[src/rtl/cp0_pkg.sv]
// Shared definitions for the CP0 exception/interrupt commit controller:
// ExcCodes, CP0 register indices, FSM states and the commit payload bundle.
package cp0_pkg;

    localparam logic [31:0] EXC_VECTOR_DFLT = 32'hBFC0_0380;

    localparam logic [4:0] EXC_INT  = 5'd0;
    localparam logic [4:0] EXC_ADEL = 5'd4;
    localparam logic [4:0] EXC_ADES = 5'd5;
    localparam logic [4:0] EXC_SYS  = 5'd8;
    localparam logic [4:0] EXC_BP   = 5'd9;
    localparam logic [4:0] EXC_RI   = 5'd10;
    localparam logic [4:0] EXC_OV   = 5'd12;

    localparam int unsigned BADVADDR = 8;
    localparam int unsigned STATUS   = 12;
    localparam int unsigned CAUSE    = 13;
    localparam int unsigned EPC      = 14;

    typedef enum logic [1:0] {
        ST_IDLE   = 2'd0,
        ST_COMMIT = 2'd1,
        ST_HOLD   = 2'd2
    } state_t;

    // Registered CP0 write-side payload presented during COMMIT
    typedef struct packed {
        logic [31:0] we;
        logic [31:0] epc;
        logic [31:0] badvaddr;
        logic [4:0]  exc_code;
        logic        bd;
        logic [1:0]  sw_int;
        logic [7:0]  int_en;
        logic        exl;
        logic        ie;
        logic        redirect_valid;
        logic [31:0] redirect_pc;
    } commit_t;

    function automatic logic [31:0] reg_bit(input int unsigned idx);
        return 32'(1) << idx;
    endfunction

endpackage

[src/rtl/cp0_exception_ctrl_if.sv]
// MEM-stage event inputs and CP0 write-side / pipeline-control outputs.
interface cp0_exception_ctrl_if;
    logic [5:0]  hw_int;
    logic        mem_valid;
    logic [31:0] mem_pc;
    logic        mem_in_ds;
    logic        exc_adel_if;
    logic        exc_ri;
    logic        exc_ov;
    logic        exc_sys;
    logic        exc_bp;
    logic        exc_adel_ld;
    logic        exc_ades;
    logic [31:0] mem_addr;
    logic        mem_eret;
    logic [31:0] status_in;
    logic [31:0] cause_in;
    logic [31:0] epc_in;

    logic [31:0] cp0_we;
    logic [31:0] cp0_epc;
    logic [31:0] cp0_badvaddr;
    logic [4:0]  cp0_exc_code;
    logic        cp0_bd;
    logic [1:0]  cp0_sw_int;
    logic [5:0]  cp0_hw_int;
    logic [7:0]  cp0_int_en;
    logic        cp0_exl;
    logic        cp0_ie;
    logic        flush;
    logic        stall;
    logic        redirect_valid;
    logic [31:0] redirect_pc;

    modport master (
        output hw_int, mem_valid, mem_pc, mem_in_ds, exc_adel_if, exc_ri, exc_ov,
               exc_sys, exc_bp, exc_adel_ld, exc_ades, mem_addr, mem_eret,
               status_in, cause_in, epc_in,
        input  cp0_we, cp0_epc, cp0_badvaddr, cp0_exc_code, cp0_bd, cp0_sw_int,
               cp0_hw_int, cp0_int_en, cp0_exl, cp0_ie, flush, stall,
               redirect_valid, redirect_pc
    );

    modport slave (
        input  hw_int, mem_valid, mem_pc, mem_in_ds, exc_adel_if, exc_ri, exc_ov,
               exc_sys, exc_bp, exc_adel_ld, exc_ades, mem_addr, mem_eret,
               status_in, cause_in, epc_in,
        output cp0_we, cp0_epc, cp0_badvaddr, cp0_exc_code, cp0_bd, cp0_sw_int,
               cp0_hw_int, cp0_int_en, cp0_exl, cp0_ie, flush, stall,
               redirect_valid, redirect_pc
    );
endinterface

[src/rtl/cp0_exception_ctrl_int_sync.sv]
// Multi-flop synchroniser for the asynchronous external interrupt lines.
module int_sync #(
    parameter int unsigned SYNC_STAGES = 2,
    parameter int unsigned WIDTH       = 6
) (
    input  logic             clk,
    input  logic             rst,
    input  logic [WIDTH-1:0] async_in,
    output logic [WIDTH-1:0] sync_out
);

    logic [WIDTH-1:0] stage_q [SYNC_STAGES];

    always_ff @(posedge clk or posedge rst) begin
        if (rst) begin
            for (int i = 0; i < int'(SYNC_STAGES); i++) stage_q[i] <= '0;
        end else begin
            stage_q[0] <= async_in;
            for (int i = 1; i < int'(SYNC_STAGES); i++) stage_q[i] <= stage_q[i-1];
        end
    end

    assign sync_out = stage_q[SYNC_STAGES-1];

endmodule

[src/rtl/cp0_exception_ctrl.sv]
// Prioritises MEM-stage exceptions, interrupts and ERET, then issues one-cycle
// CP0 write strobes, a pipeline flush and a PC redirect.
module cp0_exception_ctrl
    import cp0_pkg::*;
#(
    parameter logic [31:0] EXC_VECTOR  = EXC_VECTOR_DFLT,
    parameter int unsigned SYNC_STAGES = 2,
    parameter int unsigned FLUSH_HOLD  = 1
) (
    input logic                  clk,
    input logic                  rst,
    cp0_exception_ctrl_if.slave  bus
);

    localparam int unsigned CNT_W     = 3;
    localparam logic [CNT_W-1:0] HOLD_LAST = CNT_W'((FLUSH_HOLD == 0) ? 0 : FLUSH_HOLD - 1);

    state_t            state_q, state_d;
    logic [CNT_W-1:0]  cnt_q;
    commit_t           cmt_q, cmt_d;
    logic              flush_q, flush_d;
    logic [5:0]        sync_hw;

    logic              int_pend, is_exc, is_eret, addr_err, adel_if, evt;
    logic [4:0]        code;
    logic              unused_bits;

    int_sync #(.SYNC_STAGES(SYNC_STAGES), .WIDTH(6)) u_int_sync (
        .clk      (clk),
        .rst      (rst),
        .async_in (bus.hw_int),
        .sync_out (sync_hw)
    );

    assign int_pend = bus.status_in[0] & ~bus.status_in[1] &
                      (|({sync_hw, bus.cause_in[9:8]} & bus.status_in[15:8]));

    // Event priority: Int > AdEL-IF > RI > Ov > Sys > Bp > AdEL-ld > AdES > ERET
    always_comb begin
        is_exc   = 1'b0;
        is_eret  = 1'b0;
        addr_err = 1'b0;
        adel_if  = 1'b0;
        code     = EXC_INT;
        if (bus.mem_valid) begin
            if (int_pend)             begin is_exc = 1'b1; code = EXC_INT; end
            else if (bus.exc_adel_if) begin is_exc = 1'b1; code = EXC_ADEL; addr_err = 1'b1; adel_if = 1'b1; end
            else if (bus.exc_ri)      begin is_exc = 1'b1; code = EXC_RI; end
            else if (bus.exc_ov)      begin is_exc = 1'b1; code = EXC_OV; end
            else if (bus.exc_sys)     begin is_exc = 1'b1; code = EXC_SYS; end
            else if (bus.exc_bp)      begin is_exc = 1'b1; code = EXC_BP; end
            else if (bus.exc_adel_ld) begin is_exc = 1'b1; code = EXC_ADEL; addr_err = 1'b1; end
            else if (bus.exc_ades)    begin is_exc = 1'b1; code = EXC_ADES; addr_err = 1'b1; end
            else if (bus.mem_eret)    begin is_eret = 1'b1; end
        end
    end

    assign evt = is_exc | is_eret;

    always_ff @(posedge clk or posedge rst) begin
        if (rst) state_q <= ST_IDLE;
        else     state_q <= state_d;
    end

    always_comb begin
        state_d = state_q;
        case (state_q)
            ST_IDLE:   if (evt) state_d = ST_COMMIT;
            ST_COMMIT: state_d = (FLUSH_HOLD > 0) ? ST_HOLD : ST_IDLE;
            ST_HOLD:   if (cnt_q == HOLD_LAST) state_d = ST_IDLE;
            default:   state_d = ST_IDLE;
        endcase
    end

    // Next values of the registered outputs; payload exists only for COMMIT
    always_comb begin
        cmt_d   = '0;
        flush_d = (state_d != ST_IDLE);
        if (state_q == ST_IDLE && evt) begin
            cmt_d.int_en         = bus.status_in[15:8];
            cmt_d.ie             = bus.status_in[0];
            cmt_d.sw_int         = bus.cause_in[9:8];
            cmt_d.redirect_valid = 1'b1;
            if (is_exc) begin
                cmt_d.we = reg_bit(STATUS) | reg_bit(CAUSE);
                if (!bus.status_in[1]) cmt_d.we = cmt_d.we | reg_bit(EPC);
                if (addr_err)          cmt_d.we = cmt_d.we | reg_bit(BADVADDR);
                if (bus.status_in[1])  cmt_d.epc = bus.epc_in;
                else                   cmt_d.epc = bus.mem_in_ds ? bus.mem_pc - 32'd4 : bus.mem_pc;
                cmt_d.bd          = bus.mem_in_ds & ~bus.status_in[1];
                cmt_d.badvaddr    = adel_if ? bus.mem_pc : bus.mem_addr;
                cmt_d.exc_code    = code;
                cmt_d.exl         = 1'b1;
                cmt_d.redirect_pc = EXC_VECTOR;
            end else begin
                cmt_d.we          = reg_bit(STATUS);
                cmt_d.exl         = 1'b0;
                cmt_d.redirect_pc = bus.epc_in;
            end
        end
    end

    always_ff @(posedge clk or posedge rst) begin
        if (rst) begin
            cmt_q   <= '0;
            flush_q <= 1'b0;
            cnt_q   <= '0;
        end else begin
            cmt_q   <= cmt_d;
            flush_q <= flush_d;
            cnt_q   <= (state_q == ST_HOLD) ? cnt_q + CNT_W'(1) : '0;
        end
    end

    assign bus.cp0_we         = cmt_q.we;
    assign bus.cp0_epc        = cmt_q.epc;
    assign bus.cp0_badvaddr   = cmt_q.badvaddr;
    assign bus.cp0_exc_code   = cmt_q.exc_code;
    assign bus.cp0_bd         = cmt_q.bd;
    assign bus.cp0_sw_int     = cmt_q.sw_int;
    assign bus.cp0_hw_int     = sync_hw;
    assign bus.cp0_int_en     = cmt_q.int_en;
    assign bus.cp0_exl        = cmt_q.exl;
    assign bus.cp0_ie         = cmt_q.ie;
    assign bus.flush          = flush_q;
    assign bus.stall          = flush_q;
    assign bus.redirect_valid = cmt_q.redirect_valid;
    assign bus.redirect_pc    = cmt_q.redirect_pc;

    assign unused_bits = ^{bus.status_in[31:16], bus.status_in[7:2],
                           bus.cause_in[31:10], bus.cause_in[7:0]};

endmodule

[src/flat_wrapper.sv]
// flat-port wrapper written by rule: the top's interface ports become plain ports
module cp0_exception_ctrl_flat import cp0_pkg::*;
#(
    parameter logic [31:0] EXC_VECTOR  = EXC_VECTOR_DFLT,
    parameter int unsigned SYNC_STAGES = 2,
    parameter int unsigned FLUSH_HOLD  = 1
)
  (clk, rst, bus_hw_int, bus_mem_valid, bus_mem_pc, bus_mem_in_ds, bus_exc_adel_if, bus_exc_ri, bus_exc_ov, bus_exc_sys, bus_exc_bp, bus_exc_adel_ld, bus_exc_ades, bus_mem_addr, bus_mem_eret, bus_status_in, bus_cause_in, bus_epc_in, bus_cp0_we, bus_cp0_epc, bus_cp0_badvaddr, bus_cp0_exc_code, bus_cp0_bd, bus_cp0_sw_int, bus_cp0_hw_int, bus_cp0_int_en, bus_cp0_exl, bus_cp0_ie, bus_flush, bus_stall, bus_redirect_valid, bus_redirect_pc);
  cp0_exception_ctrl_if bus_i ();
  input logic clk;
  input logic rst;
  input wire logic [$bits(bus_i.hw_int)-1:0] bus_hw_int;
  input wire logic [$bits(bus_i.mem_valid)-1:0] bus_mem_valid;
  input wire logic [$bits(bus_i.mem_pc)-1:0] bus_mem_pc;
  input wire logic [$bits(bus_i.mem_in_ds)-1:0] bus_mem_in_ds;
  input wire logic [$bits(bus_i.exc_adel_if)-1:0] bus_exc_adel_if;
  input wire logic [$bits(bus_i.exc_ri)-1:0] bus_exc_ri;
  input wire logic [$bits(bus_i.exc_ov)-1:0] bus_exc_ov;
  input wire logic [$bits(bus_i.exc_sys)-1:0] bus_exc_sys;
  input wire logic [$bits(bus_i.exc_bp)-1:0] bus_exc_bp;
  input wire logic [$bits(bus_i.exc_adel_ld)-1:0] bus_exc_adel_ld;
  input wire logic [$bits(bus_i.exc_ades)-1:0] bus_exc_ades;
  input wire logic [$bits(bus_i.mem_addr)-1:0] bus_mem_addr;
  input wire logic [$bits(bus_i.mem_eret)-1:0] bus_mem_eret;
  input wire logic [$bits(bus_i.status_in)-1:0] bus_status_in;
  input wire logic [$bits(bus_i.cause_in)-1:0] bus_cause_in;
  input wire logic [$bits(bus_i.epc_in)-1:0] bus_epc_in;
  output wire logic [$bits(bus_i.cp0_we)-1:0] bus_cp0_we;
  output wire logic [$bits(bus_i.cp0_epc)-1:0] bus_cp0_epc;
  output wire logic [$bits(bus_i.cp0_badvaddr)-1:0] bus_cp0_badvaddr;
  output wire logic [$bits(bus_i.cp0_exc_code)-1:0] bus_cp0_exc_code;
  output wire logic [$bits(bus_i.cp0_bd)-1:0] bus_cp0_bd;
  output wire logic [$bits(bus_i.cp0_sw_int)-1:0] bus_cp0_sw_int;
  output wire logic [$bits(bus_i.cp0_hw_int)-1:0] bus_cp0_hw_int;
  output wire logic [$bits(bus_i.cp0_int_en)-1:0] bus_cp0_int_en;
  output wire logic [$bits(bus_i.cp0_exl)-1:0] bus_cp0_exl;
  output wire logic [$bits(bus_i.cp0_ie)-1:0] bus_cp0_ie;
  output wire logic [$bits(bus_i.flush)-1:0] bus_flush;
  output wire logic [$bits(bus_i.stall)-1:0] bus_stall;
  output wire logic [$bits(bus_i.redirect_valid)-1:0] bus_redirect_valid;
  output wire logic [$bits(bus_i.redirect_pc)-1:0] bus_redirect_pc;
  assign bus_i.hw_int = bus_hw_int;
  assign bus_i.mem_valid = bus_mem_valid;
  assign bus_i.mem_pc = bus_mem_pc;
  assign bus_i.mem_in_ds = bus_mem_in_ds;
  assign bus_i.exc_adel_if = bus_exc_adel_if;
  assign bus_i.exc_ri = bus_exc_ri;
  assign bus_i.exc_ov = bus_exc_ov;
  assign bus_i.exc_sys = bus_exc_sys;
  assign bus_i.exc_bp = bus_exc_bp;
  assign bus_i.exc_adel_ld = bus_exc_adel_ld;
  assign bus_i.exc_ades = bus_exc_ades;
  assign bus_i.mem_addr = bus_mem_addr;
  assign bus_i.mem_eret = bus_mem_eret;
  assign bus_i.status_in = bus_status_in;
  assign bus_i.cause_in = bus_cause_in;
  assign bus_i.epc_in = bus_epc_in;
  assign bus_cp0_we = bus_i.cp0_we;
  assign bus_cp0_epc = bus_i.cp0_epc;
  assign bus_cp0_badvaddr = bus_i.cp0_badvaddr;
  assign bus_cp0_exc_code = bus_i.cp0_exc_code;
  assign bus_cp0_bd = bus_i.cp0_bd;
  assign bus_cp0_sw_int = bus_i.cp0_sw_int;
  assign bus_cp0_hw_int = bus_i.cp0_hw_int;
  assign bus_cp0_int_en = bus_i.cp0_int_en;
  assign bus_cp0_exl = bus_i.cp0_exl;
  assign bus_cp0_ie = bus_i.cp0_ie;
  assign bus_flush = bus_i.flush;
  assign bus_stall = bus_i.stall;
  assign bus_redirect_valid = bus_i.redirect_valid;
  assign bus_redirect_pc = bus_i.redirect_pc;
  cp0_exception_ctrl #(.EXC_VECTOR(EXC_VECTOR), .SYNC_STAGES(SYNC_STAGES), .FLUSH_HOLD(FLUSH_HOLD)) u_core (.clk(clk), .rst(rst), .bus(bus_i));
endmodule
[config.mk]
export PLATFORM = sky130hd
export DESIGN_NAME = cp0_exception_ctrl_flat
export DESIGN_NICKNAME = d
export VERILOG_FILES = /design/src/rtl/cp0_pkg.sv /design/src/rtl/cp0_exception_ctrl_if.sv /design/src/rtl/cp0_exception_ctrl_int_sync.sv /design/src/rtl/cp0_exception_ctrl.sv /design/src/flat_wrapper.sv
export SDC_FILE = /design/constraint.sdc
export NUM_CORES = 1
export LEC_CHECK = 0
export ABC_AREA = 1
export ABC_CLOCK_PERIOD_IN_PS = 11500
export CAP_MARGIN = 20
export CORE_ASPECT_RATIO = 0.75
export CORE_UTILIZATION = 43
export CTS_BUF_LIST = sky130_fd_sc_hd__clkbuf_16
export DETAILED_ROUTE_END_ITERATION = 12
export GPL_TIMING_DRIVEN = 1
export PLACE_DENSITY = 0.87
export SKIP_LAST_GASP = 1
export SYNTH_ARGS = -nofsm -noshare
export SYNTH_HDL_FRONTEND = slang
export SYNTH_SLANG_ARGS = --single-unit
[constraint.sdc]
create_clock -name clk -period 11.5 [get_ports clk]
set_input_delay 2.3 -clock clk [delete_from_list [all_inputs] [get_ports clk]]
set_output_delay 2.3 -clock clk [all_outputs]
set_load 0.01 [all_outputs]
# After elaboration in Yosys (flattened, before gate mapping)
# Cells that the tools add are included.
dict set report op_classes {
  reduce_logical 5
  add_sub_neg 2
  n_mux 52
  n_bitwise 6
  n_eq_ne 2
}
# operator count
set op_table {}
lappend op_table {{147-bit two-way mux} 1}
lappend op_table {{32-bit two-way mux} 4}
lappend op_table {{70-bit two-way mux} 1}
lappend op_table {{5-bit two-way mux} 8}
lappend op_table {{32-bit by 3-bit subtractor with 32-bit output, second input constant} 1}
lappend op_table {{1-bit two-way mux} 30}
lappend op_table {{15-bit two-way mux} 2}
lappend op_table {{9-bit two-way mux} 1}
lappend op_table {{8-bit AND} 1}
lappend op_table {{8-bit OR reduction} 1}
lappend op_table {{3-bit two-way mux} 2}
lappend op_table {{2-bit case mux with 3 select lines} 1}
lappend op_table {{2-bit two-way mux} 2}
lappend op_table {{3-bit by 1-bit adder with 3-bit output, second input constant} 1}
lappend op_table {{1-bit AND} 3}
lappend op_table {{3-bit logical NOT} 1}
lappend op_table {{2-bit by 1-bit == test with 1-bit output, second input constant} 1}
lappend op_table {{2-bit == test, second input constant} 1}
lappend op_table {{2-bit logical NOT} 1}
lappend op_table {{2-bit nonzero test} 1}
lappend op_table {{1-bit logical AND} 1}
lappend op_table {{1-bit NOT} 1}
lappend op_table {{1-bit OR} 1}
dict set report totals {
  reg_bits 165
  word_cells 83
  out_inout_bits 155
  in_bits 178
}

# Logic depth before layout (Yosys ltp)
# Gate-level depths: netlist of run 1.
dict set report depth {
  word_depth 14
  ltp_mapped 12
  ltp_nobuf 12
}

# By module
# A second synthesis of run 1 with hierarchy kept.
dict set report unflattened {
  hier_cells 780
  area_unflattened_um2 6364.9
}
# mod cells_each n_inst seq_area_each_um2 area_per_inst_um2
set by_module_without_submodules {}
lappend by_module_without_submodules {cp0_exception_ctrl 761 1 3052.9 6015.8}
lappend by_module_without_submodules {int_sync 19 1 300.3 349.1}

# Worst setup path after synthesis of run 1
# Ideal clock, no wire load.
dict set report synth_timing {
  path_kind {input to register}
  startpoint {input port bus_mem_pc[2]}
  endpoint {register u_core.cmt_q (netlist bit u_core.bus.cp0_epc[28])}
  setup_time_ps 122
  arrival_ps 3330
  t_required_ps 11378
  path_buffers 0
  slack_ps 8048
  cell_stages 9
  path_cell_list {inv_1 ha_1 nand3_1 nor2_2 nand3_2 nor2_1 a21oi_1 nor2_1 nor2_1}
}
# element line
set synth_lines {}
lappend synth_lines {{start: declaration} flat_wrapper.sv:14} ;# input wire logic [$bits(bus_i.mem_pc)-1:0] bus_mem_pc;
lappend synth_lines {{end signal: assignment} cp0_exception_ctrl.sv:109} ;# cmt_q <= cmt_d;
lappend synth_lines {{end: declaration} cp0_exception_ctrl.sv:20} ;# commit_t cmt_q, cmt_d;

==> results.md, run 1 <==
- GP Congestion: 0.9054
- Mapped cell area: between 6000 and 7000 µm²
- Root buffer cell: clkbuf_16
- IO Count: between 300 and 400
- CP Class: in2reg
- Final critical-path required period: 5.489 ns
- Clock Pin Slew Worst Setup and Hold Paths: approximately 0.070 ns
- Nets: around 1200
- Area delta synth->final: 48.27%
- End point of the critical path: u_core.bus.cp0_exc_code[0]$_DFF_PP0_
- Vias in the first global route: about 5800
- Syn avg cell area: around 8.0 µm²
- Hold_buf cts: 0
- Max clock buf depth: 2
- Fin Clk Skew: between 0.009 and 0.01 ns
- Crit path launch type: primary input
- Max-Slew Margin vs Limit: between 40% and 50%
- Final setup fails: 0
- Post-Syn Instances: a little under 800
- Yosys cell types: 30
- Post-CTS sizing: 0
- Unrepaired setup endpoints after global routing: no
- Hold Fails Final Rpt: 0
- Yosys warning total: 0
- Crit. Startpoint: bus_status_in[1]
- Max VDD drop: 0.09921 mV
- Peak Freq: ~180 MHz
- Combinational power share: 29.6%
- Skew-Pair Late Insertion Delay: just over 0.4 ns
- P_int: around 0.0011 W
- TritonCTS clock tree: built
- Dpl hpwl: between 10000 and 15000 µm
- IO buf count: ~250
- Largest net degree at the start of global routing: a little over 80
- Number of core rows: 38
- CP arrival: ~5.8 ns
- Core box area: about 14000 µm²
- Vias per cell: about 4.8
- Number of fill cells: 1193
- Post CTS Setup Buffer Count: 0
- DIE WIDTH: roughly 140 µm
- Setup WS post-layout: approximately 6.0 ns
- Reg-to-Reg End: u_core.bus.cp0_exc_code[0]$_DFF_PP0_
- Worst endpoint required time: about 12 ns
- Pwr dens: 164.5 nW/µm²
- H-tree levels: 4
- Reg2Reg Depth: 12
- Sw Ratio: 31.14%
- Sequential area share after synthesis: 52.89%
- Clock sinks: roughly 130
- Pre-CTS setup slack: approximately 5.6 ns
- MaxCap Viol Count: 0
- Clock network power share: 32.8%
- Vias post-DR: about 6000
- 1st-pass router iterations: 4
- Routed WL: just under 20000 µm
- Global-route wire length before repair: 30680 µm
- Layout cell share with drive strength beyond 1: between 4 and 5%
- ANT nets after route: 0
- Worst Tran Pin Value: 0.8759 ns
- Reg2Reg Setup Slack: 8.45 ns
- DRC viols: 0
- #FFs+latches synth: 134
- Grt ovf: 0
- Initial antenna violation count: 0
- Outcome: completed
- Final Cell Area: about 9400 µm²
- P_sw: 0.0004814 W
- Flop pwr share: roughly 38%
- TNS Setup: 0 ns
- Die ar.: between 15000 and 20000 µm²
- Reg-to-reg startpoint: u_core.u_int_sync.sync_out[1]$_DFF_PP0_
- HP Class: reg2reg
- Max-slew violation count: 0
- DP Area: approximately 8800 µm²
- Final Cycle Share: a little under half
- LEAKAGE: between 4 and 5 nW
- Drt first-iter violations: 371
- Global Route Usage Sum: between 20% and 30%
- Die Height: between 100 and 150 µm
- Initial core utilization: ~44%
- ANT cells: 0
- Setup crit end kind: flip-flop
- CTS buffer count: 17
- Critical path peak fanout: 50
- WL per Instance: ~16 µm
## registers in the layout, summed over array words and instances (netlist names), 2 cells and up
| register | cells |
|---|---|
| u_core.bus.redirect_pc | 32 |
| u_core.u_int_sync.sync_out | 6 |
| u_core.cnt_q | 3 |
| u_core.u_int_sync.stage_q | 6 |
| u_core.bus.cp0_we | 4 |
| u_core.bus.cp0_exc_code | 4 |
| u_core.bus.cp0_epc | 32 |
| u_core.bus.cp0_sw_int | 2 |
| u_core.bus.cp0_int_en | 8 |
| u_core.bus.cp0_badvaddr | 32 |
| u_core.state_q | 2 |
## cell usage in the layout, fill, tap and decap left out, types with 6 or more instances in the layout
master	count
inv_6	6
o211ai_1	7
clkdlybuf4s50_1	251
o21ai_0	20
nand2_1	135
dfrtp_1	134
nor2_1	188
inv_1	82
a21oi_1	58
clkbuf_16	17
nor3_1	29
conb_1	29
nand3_1	47
## cell type report
| type | instances | area, µm² | share of cell area [%] |
|---|---|---|---|
| clock buffers | 17 | 425.4 | 4.525 |
| clock inverters | 15 | 121.4 | 1.291 |
| repair buffers | 258 | 2605 | 27.71 |
| multi-input cells | 535 | 2328 | 24.77 |
| well taps | 200 | 250.2 | 2.662 |
| inverters | 83 | 316.6 | 3.367 |
| flip-flops and latches | 134 | 3353 | 35.67 |
## logic make-up (layout without fill, tap and decap cells)
group / count (synthesis) / after routing / share of synthesized area (%)
other cells: 1 / 29 / 0.05915
fa+ha+maj: 3 / 3 / 0.5921
simple gates: 413 / 413 / 26.70
compound gates: 90 / 90 / 7.717
flops: 134 / 134 / 52.89
buf+inv: 153 / 373 / 12.04
## per-stage QoR
stage | total power [W] | std cells | utilization, % | hold slack [ns]
3_3_place_gp | 0.001032 | 1208 | 61.07 | 0.3327
5_1_grt | 0.001625 | 1242 | 65.25 | 0.3534
4_1_cts | 0.001556 | 1241 | 65.06 | 0.3441
6_report | 0.001546 | 1242 | 65.25 | 0.3448
3_5_place_dp | 0.001048 | 1209 | 61.26 | 0.3355
2_1_floorplan | 0.0007995 | 822 | - | 0.3312
## metal layers
| layer | wire length, µm | track usage [%] | up-vias |
|---|---|---|---|
| li1 | - | - | 2892 |
| met3 | 1678 | 7.637 | 29 |
| met5 | 0 | 0 | - |
| met4 | 337 | 8.295 | 0 |
| met2 | 9316 | 44.15 | 268 |
| met1 | 8385 | 34.56 | 2792 |
## worst min-delay path by stage
| stage | from | endpoint | slack [ns] | cells past startpoint |
|---|---|---|---|---|
| 5_1_grt | u_core.u_int_sync.stage_q[6]$_DFF_PP0_ | u_core.u_int_sync.sync_out[0]$_DFF_PP0_ | 0.35 | 0 |
| 3_5_place_dp | u_core.u_int_sync.stage_q[11]$_DFF_PP0_ | u_core.u_int_sync.sync_out[5]$_DFF_PP0_ | 0.34 | 0 |
| 4_1_cts | u_core.u_int_sync.stage_q[11]$_DFF_PP0_ | u_core.u_int_sync.sync_out[5]$_DFF_PP0_ | 0.34 | 0 |
| 3_3_place_gp | u_core.u_int_sync.stage_q[7]$_DFF_PP0_ | u_core.u_int_sync.sync_out[1]$_DFF_PP0_ | 0.33 | 0 |
| 6_report | u_core.u_int_sync.stage_q[11]$_DFF_PP0_ | u_core.u_int_sync.sync_out[5]$_DFF_PP0_ | 0.34 | 0 |
| 2_1_floorplan | u_core.u_int_sync.stage_q[6]$_DFF_PP0_ | u_core.u_int_sync.sync_out[0]$_DFF_PP0_ | 0.33 | 0 |
## cell usage after synthesis, drive strengths merged
cell / n / area share, %
clkbuf: 11 / 0.65
o221ai: 1 / 0.14
nor2: 191 / 12
o21ai: 21 / 1.8
dfrtp: 134 / 53
o211ai: 7 / 0.83
o21a: 2 / 0.24
conb: 1 / 0.059
or2: 2 / 0.20
a21oi: 58 / 4.6
nand4: 2 / 0.20
inv: 83 / 4.9
nand2: 139 / 8.4
buf: 59 / 6.5
o22ai: 1 / 0.099
ha: 3 / 0.59
nand3: 48 / 3.9
nor4: 1 / 0.099
nor3: 30 / 2.4
## power by group through the flow
stage | clock network, W | registers (W) | logic [W]
after floorplan | 0 | 0.000629 | 0.000170
after global placement | 0 | 0.000587 | 0.000445
after detailed placement | 0 | 0.000590 | 0.000458
after CTS | 0.000515 | 0.000582 | 0.000459
after global routing | 0.000537 | 0.000589 | 0.000499
final | 0.000507 | 0.000581 | 0.000458
## critical path: stages
cell and delay [ns]:
clkdlybuf4s50_1 1.04, nor2_1 0.14, nand2_2 0.10, buf_4 0.45, nand2_2 0.45, nand2_2 0.14, buf_4 0.46, inv_2 0.25
nand2_1 0.30, nor2_1 0.08
(Power assumes the default switching activity.)
==> run 2: changes to the inputs <==
- ABC_CLOCK_PERIOD_IN_PS: 11500 -> 4500
- CORE_UTILIZATION: 43 -> 36
- PLACE_DENSITY: 0.87 -> 0.77
- clock period: 11.5 -> 4.5 ns (I/O delays scaled with it)
==> run 2 against run 1 <==
Net effect: sequential power rose to 2.6 times the previous value; global-route usage down 3.1 points; via count up 1.2%; clock power rose to 2.8 times the previous value; clock skew up 0.0022 ns; worst setup slack worse by 4.6 ns; utilization down 9.5 points; largest cell class unchanged.
==> results.md, run 2 (same netlist as run 1, synthesis figures left out) <==
- Largest net degree at the start of global routing: 74 (-11%)
- Worst Tran Pin Value: 0.7891 ns (-0.08680 ns)
- Vias in the first global route: 5944 (+2.1%)
- H-tree levels: 4 (unchanged)
- WL per Instance: 16.31 µm (+2.7%)
- Post-CTS sizing: 0 (unchanged)
- IO Count: 333 (unchanged)
- Routed WL: 20870 µm (+5.9%)
- TNS Setup: 0 ns (unchanged)
- DIE WIDTH: 155.2 µm (+9.2%)
- CTS buffer count: 17 (unchanged)
- Peak Freq: approximately 320 MHz
- Fin Clk Skew: 0.01142 ns (+0.002242 ns)
- Grt ovf: 0 (unchanged)
- Outcome: completed
- Post CTS Setup Buffer Count: 0 (unchanged)
- Root buffer cell: clkbuf_16
- Crit path largest cell delay: 0.45 ns (-0.59 ns)
- Die ar.: 18150 µm² (+19%)
- Worst-path cell chain: clkdlybuf4s50_1 > inv_1 > o21ai_0 > nor2_1 > nand2_1 > nand2_2 > nand2_2 > nand2_2 > buf_4 > nor3_1
- CP Class: in2reg
- Number of core rows: 41 (+7.9%)
- Crit path buffers/inverters: 3 (-1)
- GP Congestion: 0.9075 (+0.23%)
- Clock sinks: 134 (unchanged)
- Max-Slew Margin vs Limit: 47.26% (+5.8 points)
- Max VDD drop: 0.2055 mV (+110%)
- Drt first-iter violations: 338 (-8.9%)
- Global-route wire length before repair: 32100 µm (+4.6%)
- Unrepaired setup endpoints after global routing: no
- Final setup fails: 0 (unchanged)
- Final critical-path required period: about 3.1 ns
- Worst endpoint required time: 4.80 ns (-6.99 ns)
- TritonCTS clock tree: built
- Core box area: 17030 µm² (+18%)
- Leading cell type in the layout, fill and taps excluded: clkdlybuf4s50_1
- Crit-path leading delay family: simple AND/OR/NAND/NOR gates
- Core Util, Final: 55.72% (-9.5 points)
- Global Route Usage Sum: 23.88% (-3.1 points)
- Commonest cells after routing, fill and taps aside: clkdlybuf4s50_1, nor2_1, nand2_1
- Vias per cell: 4.728 (-1.8%)
- 1st-pass router iterations: 7 (+3)
- Crit path launch type: primary input
- DRC viols: 0 (unchanged)
- Layout cell share with drive strength beyond 1: 5.077% (+0.18 points)
- Slowest-stage cell, CP: clkdlybuf4s50_1
- HP Class: reg2reg
- WP depth: 10 (unchanged)
- CP dominant cell by count: nand2_2
- Initial antenna violation count: 0 (unchanged)
- CP arrival: 3.41 ns (-2.37 ns)
- Setup crit end kind: flip-flop
- Die Height: 116.9 µm (+9.1%)
- Area delta synth->final: 49.67%
- ANT cells: 0 (unchanged)
- Clock Pin Slew Worst Setup and Hold Paths: 0.06 ns (about the same)
- Max clock buf depth: 2 (unchanged)
- Skew-Pair Late Insertion Delay: 0.42 ns (about the same)
- Reg2Reg Depth: 9 (-3)
- Pwr dens: 431.4 nW/µm² (+160%)
- Vias post-DR: 6052 (+1.2%)
- Critical path peak fanout: 26 (-48%)
- Initial core utilization: 37.22% (-6.8 points)
- LEAKAGE: 4.505 nW (+0.72%)
- Hold Fails Final Rpt: 0 (unchanged)
- IO buf count: 251 (unchanged)
- Hold path depth: 0 (unchanged)
- Final Cycle Share: between 60% and 70%
- Nets: 1212 (+0.17%)
- Max-slew violation count: 0 (unchanged)
- Hold_buf cts: 0 (unchanged)
- Dpl hpwl: 15690 µm (+5.9%)
- MaxCap Viol Count: 0 (unchanged)
- ANT nets after route: 0 (unchanged)
==> run 2: cell count changes in the layout (fill, tap and decap cells not counted), moves of 2 or more <==
cell        delta
clkinvlp_4     -2
bufinv_16      +3
inv_6          -2
buf_16         -2
clkinv_2       +2
buf_4          +3
==> run 2: final timing paths <==
path	slack, ns	to	startpoint
max in group asynchronous	2.75	u_core.bus.cp0_epc[16]$_DFF_PP0_	rst
hold reg to reg	0.35	u_core.u_int_sync.sync_out[0]$_DFF_PP0_	u_core.u_int_sync.stage_q[6]$_DFF_PP0_
setup reg to reg	2.17	u_core.bus.cp0_badvaddr[2]$_DFF_PP0_	u_core.u_int_sync.sync_out[0]$_DFF_PP0_
hold / removal	0.35	u_core.u_int_sync.sync_out[0]$_DFF_PP0_	u_core.u_int_sync.stage_q[6]$_DFF_PP0_
setup / recovery	1.39	u_core.bus.cp0_badvaddr[2]$_DFF_PP0_	bus_status_in[9]
min in group asynchronous	0.97	u_core.bus.redirect_pc[9]$_DFF_PP0_	rst
==> run 2: final cells by class <==
cell class,count,area (µm²)
clock buffer,17,425.4
clock inverter,15,177.7
fill,1598,7542
inverter,83,316.6
multi-input combinational,535,2328
sequential,134,3353
tap,236,295.3
timing repair buffer,260,2592
==> run 2: per-layer routing <==
metal	wire, µm	global-route usage, %
met1	9128	30.42
met2	9670	39.40
met3	1795	7.401
met4	278	7.124
met5	0	0
==> run 2: metrics by stage <==
| step | setup slack, ns | cell area, µm² | hold slack (ns) | total power (W) | std cells |
|---|---|---|---|---|---|
| detailed placement | 0.9345 | 8886 | 0.3405 | 0.002687 | 1248 |
| CTS | 1.367 | 9489 | 0.3540 | 0.004130 | 1280 |
| global placement | 0.9537 | 8886 | 0.3337 | 0.002666 | 1248 |
| global route | 1.147 | 9489 | 0.3569 | 0.004305 | 1280 |
| finish | 1.388 | 9489 | 0.3486 | 0.004094 | 1280 |
| floorplan | 0.01725 | 6445 | 0.3312 | 0.002043 | 822 |
==> run 2: worst reg2reg max path, cell delays in order, from the launching register on <==
cell,delay (ns)
dfrtp_1,0.36
nand2_1,0.06
nand2_1,0.05
nor2_1,0.04
nand2_1,0.08
nand2_2,0.06
nand2_2,0.40
nand2_2,0.43
buf_4,0.37
nor3_1,0.37
==> run 2: power by group <==
part	internal (W)	total, W	leakage [nW]	switching [W]
combinational	0.000575	0.00117	2.44	0.000597
clock	0.000875	0.00143	0.293	0.000559
sequential	0.00142	0.00149	1.77	0.0000703
total	0.00287	0.00409	4.50	0.00123
